[src/rtl/fetch_pkg.sv]
// rtl/fetch_pkg.sv - shared types and constants for the instruction fetch front end
package fetch_pkg;

   localparam logic [31:0] NOP_INST = 32'h0000_0013;

   typedef enum logic {
      RUN     = 1'b0,
      DISCARD = 1'b1
   } fetch_state_e;

   typedef struct packed {
      logic [31:0] inst;
      logic [31:0] pc;
   } fetch_entry_t;

endpackage

[src/rtl/fetch_fifo.sv]
// rtl/fetch_fifo.sv - synchronous FIFO of fetch entries with flush and occupancy count
module fetch_fifo
   import fetch_pkg::*;
#(
   parameter int DEPTH = 4,
   localparam int PTR_W = $clog2(DEPTH),
   localparam int CNT_W = PTR_W + 1
) (
   input  logic             clk_i,
   input  logic             rst_ni,
   input  logic             clear_i,
   input  logic             push_i,
   input  fetch_entry_t     data_i,
   input  logic             pop_i,
   output fetch_entry_t     data_o,
   output logic [CNT_W-1:0] count_o,
   output logic             empty_o
);

   localparam logic [CNT_W-1:0] FULL_CNT = CNT_W'(DEPTH);

   fetch_entry_t     mem_q [DEPTH];
   logic [PTR_W-1:0] wr_ptr_q, wr_ptr_d;
   logic [PTR_W-1:0] rd_ptr_q, rd_ptr_d;
   logic [CNT_W-1:0] count_q, count_d;
   logic             do_push, do_pop;

   // A push into a full queue is still legal when the head leaves in the same cycle.
   assign do_pop  = pop_i & ~clear_i & (count_q != '0);
   assign do_push = push_i & ~clear_i & ((count_q != FULL_CNT) | do_pop);

   always_comb begin
      wr_ptr_d = wr_ptr_q;
      rd_ptr_d = rd_ptr_q;
      count_d  = count_q + CNT_W'(do_push) - CNT_W'(do_pop);
      if (do_push) begin
         wr_ptr_d = wr_ptr_q + PTR_W'(1);
      end
      if (do_pop) begin
         rd_ptr_d = rd_ptr_q + PTR_W'(1);
      end
      if (clear_i) begin
         wr_ptr_d = '0;
         rd_ptr_d = '0;
         count_d  = '0;
      end
   end

   always_ff @(posedge clk_i) begin
      if (!rst_ni) begin
         wr_ptr_q <= '0;
         rd_ptr_q <= '0;
         count_q  <= '0;
      end else begin
         wr_ptr_q <= wr_ptr_d;
         rd_ptr_q <= rd_ptr_d;
         count_q  <= count_d;
      end
   end

   always_ff @(posedge clk_i) begin
      if (rst_ni && do_push) begin
         mem_q[wr_ptr_q] <= data_i;
      end
   end

   assign data_o  = mem_q[rd_ptr_q];
   assign count_o = count_q;
   assign empty_o = (count_q == '0);

endmodule

[src/rtl/inst_fetch_queue.sv]
// rtl/inst_fetch_queue.sv - in-order instruction fetch with credit-limited requests,
// a registered {inst, pc} queue to decode, and redirect flush of stale responses.
module inst_fetch_queue
   import fetch_pkg::*;
#(
   parameter int          DEPTH    = 4,
   parameter logic [31:0] RESET_PC = 32'h0000_0000
) (
   input  logic        clk,
   input  logic        rst,
   input  logic        redirect_valid,
   input  logic [31:0] redirect_pc,
   output logic        imem_req_valid,
   input  logic        imem_req_ready,
   output logic [31:0] imem_req_addr,
   input  logic        imem_rsp_valid,
   input  logic [31:0] imem_rsp_data,
   output logic        inst_valid,
   input  logic        inst_ready,
   output logic [31:0] inst_out,
   output logic [31:0] pc_out
);

   localparam int PTR_W = $clog2(DEPTH);
   localparam int CNT_W = PTR_W + 1;
   localparam logic [CNT_W:0] CREDIT_MAX = (CNT_W+1)'(DEPTH);

   fetch_state_e     state_q, state_d;
   logic [CNT_W-1:0] outstanding_q, outstanding_d;
   logic [CNT_W-1:0] drop_q, drop_d;
   logic [31:0]      fetch_pc_q, fetch_pc_d;
   logic [31:0]      rsp_pc_q, rsp_pc_d;

   logic [CNT_W-1:0] q_count;
   logic             q_empty;
   logic             q_push;
   logic             q_pop;
   fetch_entry_t     q_head;
   fetch_entry_t     q_in;
   logic [CNT_W:0]   credit_used;
   logic             req_fire;
   logic [CNT_W-1:0] rsp_dec;

   // Queued entries plus in-flight requests never exceed DEPTH, so every response has a slot.
   assign credit_used    = {1'b0, q_count} + {1'b0, outstanding_q};
   assign imem_req_valid = rst & ~redirect_valid & (credit_used < CREDIT_MAX);
   assign imem_req_addr  = fetch_pc_q;
   assign req_fire       = imem_req_valid & imem_req_ready;
   assign rsp_dec        = CNT_W'(imem_rsp_valid);

   assign inst_valid = ~q_empty;
   assign q_pop      = inst_valid & inst_ready;
   assign q_in       = '{inst: imem_rsp_data, pc: rsp_pc_q};
   assign inst_out   = inst_valid ? q_head.inst : NOP_INST;
   assign pc_out     = inst_valid ? q_head.pc : 32'h0000_0000;

   always_comb begin
      state_d       = state_q;
      drop_d        = drop_q;
      fetch_pc_d    = fetch_pc_q;
      rsp_pc_d      = rsp_pc_q;
      q_push        = 1'b0;
      outstanding_d = outstanding_q + CNT_W'(req_fire) - rsp_dec;

      if (redirect_valid) begin
         // A response landing in the redirect cycle is stale and already accounted for here.
         fetch_pc_d = redirect_pc;
         rsp_pc_d   = redirect_pc;
         drop_d     = outstanding_q - rsp_dec;
         state_d    = (drop_d != '0) ? DISCARD : RUN;
      end else begin
         if (req_fire) begin
            fetch_pc_d = fetch_pc_q + 32'd4;
         end
         if (imem_rsp_valid) begin
            case (state_q)
               RUN: begin
                  q_push   = 1'b1;
                  rsp_pc_d = rsp_pc_q + 32'd4;
               end
               DISCARD: begin
                  drop_d = drop_q - CNT_W'(1);
                  if (drop_q == CNT_W'(1)) begin
                     state_d = RUN;
                  end
               end
               default: begin
                  state_d = RUN;
               end
            endcase
         end
      end
   end

   always_ff @(posedge clk) begin
      if (!rst) begin
         state_q       <= RUN;
         outstanding_q <= '0;
         drop_q        <= '0;
         fetch_pc_q    <= RESET_PC;
         rsp_pc_q      <= RESET_PC;
      end else begin
         state_q       <= state_d;
         outstanding_q <= outstanding_d;
         drop_q        <= drop_d;
         fetch_pc_q    <= fetch_pc_d;
         rsp_pc_q      <= rsp_pc_d;
      end
   end

   fetch_fifo #(
      .DEPTH (DEPTH)
   ) u_fifo (
      .clk_i   (clk),
      .rst_ni  (rst),
      .clear_i (redirect_valid),
      .push_i  (q_push),
      .data_i  (q_in),
      .pop_i   (q_pop),
      .data_o  (q_head),
      .count_o (q_count),
      .empty_o (q_empty)
   );

endmodule

[config.mk]
export PLATFORM = sky130hd
export DESIGN_NAME = inst_fetch_queue
export DESIGN_NICKNAME = d
export VERILOG_FILES = /design/src/rtl/fetch_pkg.sv /design/src/rtl/fetch_fifo.sv /design/src/rtl/inst_fetch_queue.sv
export SDC_FILE = /design/constraint.sdc
export NUM_CORES = 1
export LEC_CHECK = 0
export ABC_AREA = 0
export CORE_MARGIN = 1
export CORE_UTILIZATION = 45
export DETAILED_ROUTE_END_ITERATION = 8
export HOLD_SLACK_MARGIN = 0.05
export MAX_ROUTING_LAYER = met4
export PLACE_DENSITY = 0.71
export SLEW_MARGIN = 20
export SYNTH_ARGS = -nofsm -noshare
export SYNTH_HDL_FRONTEND = slang
export SYNTH_SLANG_ARGS = --single-unit
[constraint.sdc]
create_clock -name clk -period 6.9 [get_ports clk]
set_clock_uncertainty 0.2 [all_clocks]
set_input_delay 1.725 -clock clk [delete_from_list [all_inputs] [get_ports clk]]
set_output_delay 1.725 -clock clk [all_outputs]
set_load 0.005 [all_outputs]
==> key figures, run 1 <==
Route
  – Initial DRC count: 627
  – Via density: 5.56
  – Final wirelength: 29.7 mm
  – Via count: 8,291
  – Wire per inst: 19.9 um
  – ANT nets after route: 0
  – First drt pass iteration count: 5
  – Post-route DRC violation count: 0

STA
  – Fin crit share: 0.756
  – Setup Total Neg Slack: 0 ps
  – Max Transition Viols Final: 0
  – Highest Clock Rate: 192 MHz
  – RSZ-0062 raised after global routing: false
  – Final hold violations: 0
  – Clock period minus worst slack: 5220 ps
  – Worst-margin pin slew: 965 ps
  – Final setup viols: 0
  – Hold slack: 290 ps
  – Max-slew headroom: 0.357

Logic synthesis
  – Yosys reg bits: 336
  – Ys async rst share: 0
  – Post-Syn Area per Cell: 15.3 um^2
  – Yosys cell types: 53
  – Post-synthesis cell count: 904
  – Synth Warn #: 0
  – Syn_nets: 992
  – Post-Syn Area: 0.0139 mm^2
  – Synth top area share: 0.555
  – Commonest cells post-synth: 256 x edfxtp_1, 80 x dfxtp_1, 68 x and2_1
  – Register area share after synthesis: 0.671
  – EDFF count, synth: 256
  – Top-count cell post-synth: edfxtp_1
  – Yosys top cell by area: edfxtp_1
  – Top FF cell, synth: edfxtp_1
  – Synth area leaders: edfxtp_1 55%, dfxtp_1 12%, mux4_2 10%, and2_1 3.1%, xnor2_1 2.1%

Floorplanning
  – Starting Density: 0.462
  – Num ports: 168
  – Row cnt: 63
  – Core area: 0.0300 mm^2
  – Die W: 177 um
  – Die ar.: 0.0315 mm^2
  – Die Y: 177 um

Power and ir drop
  – Tot Pwr: 4380 uW
  – Pwr dens: 257 mW/mm^2
  – Worst vdd ir: 0.140 mV
  – Leakage power: 0.00549 uW

Critical path
  – Critical path class: primary input to output pin
  – Worst path required time: 4970 ps
  – Crit Path Max Fanout: 38
  – Crit end category: output pin
  – Startpoint types: primary input
  – Critical Path AT: 3290 ps

CTS
  – CTS tree: done
  – Clock sink total: 336
  – Htree depth: 2
  – Post_cts resized: 0
  – Setup Fix Bufs, Post-CTS: 0
  – TritonCTS buffer count: 35
  – Root buf cell: clkbuf_16
  – Hold Buf Count CTS: 0
  – Deepest clock path buffer count: 3
  – Later-pin clock latency in the skew report: 510 ps
  – Clock-pin slew on the worst setup and hold paths: 60 ps

Global route
  – Initial antenna violation count: 0
  – First-pass GRT wire length: 46.4 mm
  – Vias in the first global route: 8,298
  – Largest net degree at the start of global routing: 85
  – Gr ovfl total: 0
  – GRT Util Overall: 0.199

Cells and area
  – Antenna cells: 0
  – Layout cells sized above 1: 0.132
  – Fillers: 2,380
  – Fin util: 0.569
  – Final nets: 1,166
  – Area of all placed cells without fillers: 0.0170 mm^2
  – Area growth syn-to-layout: 23.0%

Run
  – Number of max-cap violations: 0

Place
  – IO Port Bufs: 167
  – Placed cell area: 0.0160 mm^2
  – Hpwl dp: 18.7 mm
  – Final GP Congestion: 0.942

Status
  – Status: finished clean

Worst hold path
  – HP Class: register to register
==> state kept, by name (all words and copies together), names as in the netlist, named ones only <==
signal and count:
u_fifo.rd_ptr_q 2, state_q 1, rsp_pc_q 32, drop_q 3
imem_req_addr 32, u_fifo.wr_ptr_q 2, u_fifo.mem_q 256, outstanding_q 3
u_fifo.count_o 3
==> cell type report <==
type / count / area [um^2] / area share
flip-flops and latches: 336 / 9300 / 0.545
multi-input cells: 501 / 4300 / 0.252
repair buffers: 180 / 1790 / 0.105
clock buffers: 50 / 987 / 0.0579
well taps: 390 / 488 / 0.0286
clock inverters: 11 / 91.3 / 0.00536
inverters: 24 / 90.1 / 0.00529
==> cell families (layout without fill, tap and decap cells) <==
logic type      after synthesis  after routing  synth area share
simple gates                250            250             0.106
compound gates              111            111            0.0456
mux                          66             66             0.105
fa+ha+maj                    18             18            0.0173
buf+inv                      67            265            0.0192
flops                       336            336             0.671
xor+xnor                     56             56            0.0354
==> path summary, 6_finish.rpt <==
check	to	slack [ps]	from	depth (start not counted)
setup / recovery	imem_req_valid	1680	rst	5
hold / removal	imem_req_addr[0]	290	imem_req_addr[0]	2
setup reg to reg	u_fifo.count_o[2]	3030	u_fifo.count_o[0]	11
hold reg to reg	imem_req_addr[0]	290	imem_req_addr[0]	2
==> worst max-delay path: stages <==
cell,delay (ps)
clkdlybuf4s50_1,450
buf_4,340
nand2b_1,130
nor2_1,130
clkdlybuf4s50_1,520
==> stage by stage <==
step | setup slack [ps] | cells
detailed placement | 1710 | 1431
global route | 1540 | 1492
global placement | 1720 | 1430
CTS | 1680 | 1492
floorplan | 2440 | 904
finish | 1680 | 1492
==> power by group <==
part / total (uW) / switching (uW) / internal, uW
registers: 2290 / 63.0 / 2230
logic: 323 / 150 / 173
clock network: 1770 / 734 / 1030
==> cell usage in the layout, fill, tap and decap left out, drive strengths merged, types with 4 or more instances in the layout <==
cell type        n
a21oi           47
a31oi            8
and2            68
and3            11
and4             7
buf             13
clkbuf          50
clkdlybuf4s50  167
clkinv           9
dfxtp           80
edfxtp         256
ha              16
inv             24
mux4            64
nand2           42
nand3           26
nand4           25
nor2            24
nor3            11
nor4            13
o21ai           35
or2              5
or3              4
or4              4
xnor2           33
xor2            23
==> metal layers <==
| layer | vias to the layer above | routed length [um] | part of all wire | global-route usage |
|---|---|---|---|---|
| met5 | - | 0 | 0 | - |
| met4 | 0 | 558 | 0.019 | 0.0506 |
| met3 | 47 | 2100 | 0.071 | 0.0304 |
| met2 | 320 | 13500 | 0.45 | 0.299 |
| met1 | 4096 | 13500 | 0.46 | 0.283 |
| li1 | 3828 | - | - | - |
Note: power is estimated with default switching activity, not from simulation.
==> run 2, diff against run 1 <==
==> constraint.sdc (replaced) <==
create_clock -name clk -period 5.16 [get_ports clk]
set_clock_uncertainty 0.2 [all_clocks]
set_input_delay 1.29 -clock clk [delete_from_list [all_inputs] [get_ports clk]]
set_output_delay 1.29 -clock clk [all_outputs]
set_load 0.005 [all_outputs]
==> run 2 against run 1 <==
Against the previous run:
- first-iteration DRC count grew 18%
- worst setup slack worse by 980 ps
- count of clock-buffer cells in the layout down 7
- non-clock buffer count increased by 4
- power rose by 33%
- routed wire length increased by 1.6%
- cell count is 0.34% higher
- register-to-register slack lost 1500 ps
- die area stayed put
- critical path type is now register to output pin
- design area rose by 0.56%
- worst hold slack gained 4.0 ps
- core utilization increased by 0.32 points
==> key figures, run 2 (same netlist as run 1, synthesis figures left out) <==
Cells and area
  – Most frequent cells in the layout: 256 x edfxtp_1, 167 x clkdlybuf4s50_1, 78 x dfxtp_1
  – Final nets: 1,170 (+0.34%)
  – Layout cells sized above 1: 0.138 (+0.00572)
  – Non-Filler Instances: 1,497 (+0.34%)
  – Largest reg by FF count: u_fifo.mem_q
  – Commonest non-fill, non-tap cell in the layout: edfxtp_1
  – Number of flip-flops in the largest register: 256 (unchanged)
  – Antenna cells: 0 (unchanged)
  – Area growth syn-to-layout: 23.7%

STA
  – Fin crit share: 0.863
  – Final hold violations: 0 (unchanged)
  – Highest Clock Rate: 224 MHz
  – Setup Total Neg Slack: 0 ps (unchanged)
  – Max Transition Viols Final: 0 (unchanged)
  – RSZ-0062 raised after global routing: false
  – Clock period minus worst slack: 4450 ps
  – Max-slew headroom: 0.452 (+0.0952)
  – Final setup viols: 0 (unchanged)
  – Worst-margin pin slew: 822 ps (-143 ps)

CTS
  – CTS tree: done
  – Setup Fix Bufs, Post-CTS: 0 (unchanged)
  – Later-pin clock latency in the skew report: 510 ps (about the same)
  – Clock sink total: 336 (unchanged)
  – Hold Buf Count CTS: 0 (unchanged)
  – Htree depth: 2 (unchanged)
  – Root buf cell: clkbuf_16
  – Post_cts resized: 0 (unchanged)
  – TritonCTS buffer count: 35 (unchanged)
  – Deepest clock path buffer count: 3 (unchanged)
  – Clock-pin slew on the worst setup and hold paths: 60 ps (about the same)

Global route
  – GRT Util Overall: 0.199 (+0.000653)
  – Gr ovfl total: 0 (unchanged)
  – Largest net degree at the start of global routing: 84 (-1.2%)
  – Vias in the first global route: 8,261 (-0.45%)
  – First-pass GRT wire length: 46.4 mm (about the same)
  – Initial antenna violation count: 0 (unchanged)

Floorplanning
  – Core area: 0.0300 mm^2 (unchanged)
  – Num ports: 168 (unchanged)
  – Starting Density: 0.462 (unchanged)
  – Row cnt: 63 (unchanged)
  – Die ar.: 0.0315 mm^2 (unchanged)
  – Die W: 177 um (unchanged)
  – Die Y: 177 um (unchanged)

Power and ir drop
  – Int Pwr: 4570 uW (+33%)
  – Sw Share: 0.216 (-0.000567)
  – Leakage power: 0.00553 uW (+0.75%)
  – NetSw: 1260 uW (+33%)
  – Logic pwr share: 0.075 (about the same)
  – Worst vdd ir: 0.189 mV (+35%)
  – Sequential power share: 0.526 (+0.003)
  – Clk network pwr share: 0.399 (-0.005)
  – Pwr dens: 340 mW/mm^2 (+32%)

Critical path
  – Top delay family on crit path: buffers and inverters
  – Worst path max stage delay: 620 ps (+100 ps)
  – Critical path cell sequence: nor3_1, clkinv_1, buf_4, and2_1, clkdlybuf4s50_1
  – CP max-delay cell: nor3_1
  – Worst Path Buf+Inv: 3 (unchanged)
  – Critical Path AT: 2960 ps (-330 ps)
  – Crit end category: output pin
  – Startpoint types: register
  – Crit Path Max Fanout: 54 (+42%)
  – Critical path class: register to output pin
  – Worst path required time: 3670 ps (-1300 ps)

Route
  – Initial DRC count: 737 (+18%)
  – First drt pass iteration count: 4 (-1)
  – Via density: 5.57 (+0.16%)
  – ANT nets after route: 0 (unchanged)
  – Via count: 8,332 (+0.49%)
  – Post-route DRC violation count: 0 (unchanged)
  – Final wirelength: 30.1 mm (+1.6%)
  – Wire per inst: 20.1 um (+1.3%)

Status
  – Status: finished clean

Place
  – Hpwl dp: 19.4 mm (+3.9%)
  – Final GP Congestion: 0.943 (about the same)
  – IO Port Bufs: 167 (unchanged)
  – Placed cell count: 1,435 (+0.28%)

Run
  – Number of max-cap violations: 0 (unchanged)

Worst hold path
  – HP Class: register to register
-- run 2: stage by stage --
| step | area (um^2) | setup slack (ps) | hold slack, ps | total power (uW) | util |
|---|---|---|---|---|---|
| after floorplan | 13900 | 1140 | 253 | 3320 | - |
| after global placement | 16100 | 928 | 269 | 3540 | 0.537 |
| after detailed placement | 16100 | 885 | 271 | 3550 | 0.537 |
| after CTS | 17100 | 664 | 302 | 5870 | 0.572 |
| after global routing | 17100 | 524 | 324 | 6030 | 0.572 |
| final | 17100 | 705 | 294 | 5820 | 0.572 |
-- run 2: power by group through the flow --
stage	clock network, uW	registers [uW]	logic, uW
4_1_cts	2370	3060	439
3_3_place_gp	0	3110	430
3_5_place_dp	0	3120	436
5_1_grt	2480	3070	481
2_1_floorplan	0	3090	223
6_report	2320	3060	436
-- run 2: layout make-up --
| type | instances | area (um^2) |
|---|---|---|
| Clock inverter | 19 | 118 |
| Multi-Input combinational cell | 501 | 4300 |
| Clock buffer | 43 | 948 |
| Inverter | 24 | 90.1 |
| Fill cell | 2379 | 12800 |
| Tap cell | 390 | 488 |
| Sequential cell | 336 | 9290 |
| Timing Repair Buffer | 184 | 1900 |
-- run 2: worst reg2reg max path, stage by stage, from the launching register on --
cell	delay, ps
dfxtp_1	340
nor3_1	620
clkinv_1	410
buf_4	390
and3_1	300
ha_1	280
inv_1	40
ha_1	210
fa_1	390
xnor2_1	190
xnor2_1	140
nor2_1	50
-- run 2: layer usage --
layer | vias to the layer above | part of all wire | GRT usage
met3 | 49 | 0.058 | 0.0270
li1 | 3832 | - | -
met5 | - | 0 | -
met2 | 311 | 0.45 | 0.298
met1 | 4140 | 0.47 | 0.290
met4 | 0 | 0.017 | 0.0474
-- run 2: path summary, 6_finish.rpt --
check	startpoint	to	slack, ps	depth (start not counted)
max	u_fifo.count_o[0]	pc_out[20]	710	5
min	imem_req_addr[1]	imem_req_addr[1]	290	2
max reg2reg	u_fifo.count_o[0]	u_fifo.count_o[2]	1490	11
min reg2reg	imem_req_addr[1]	imem_req_addr[1]	290	2
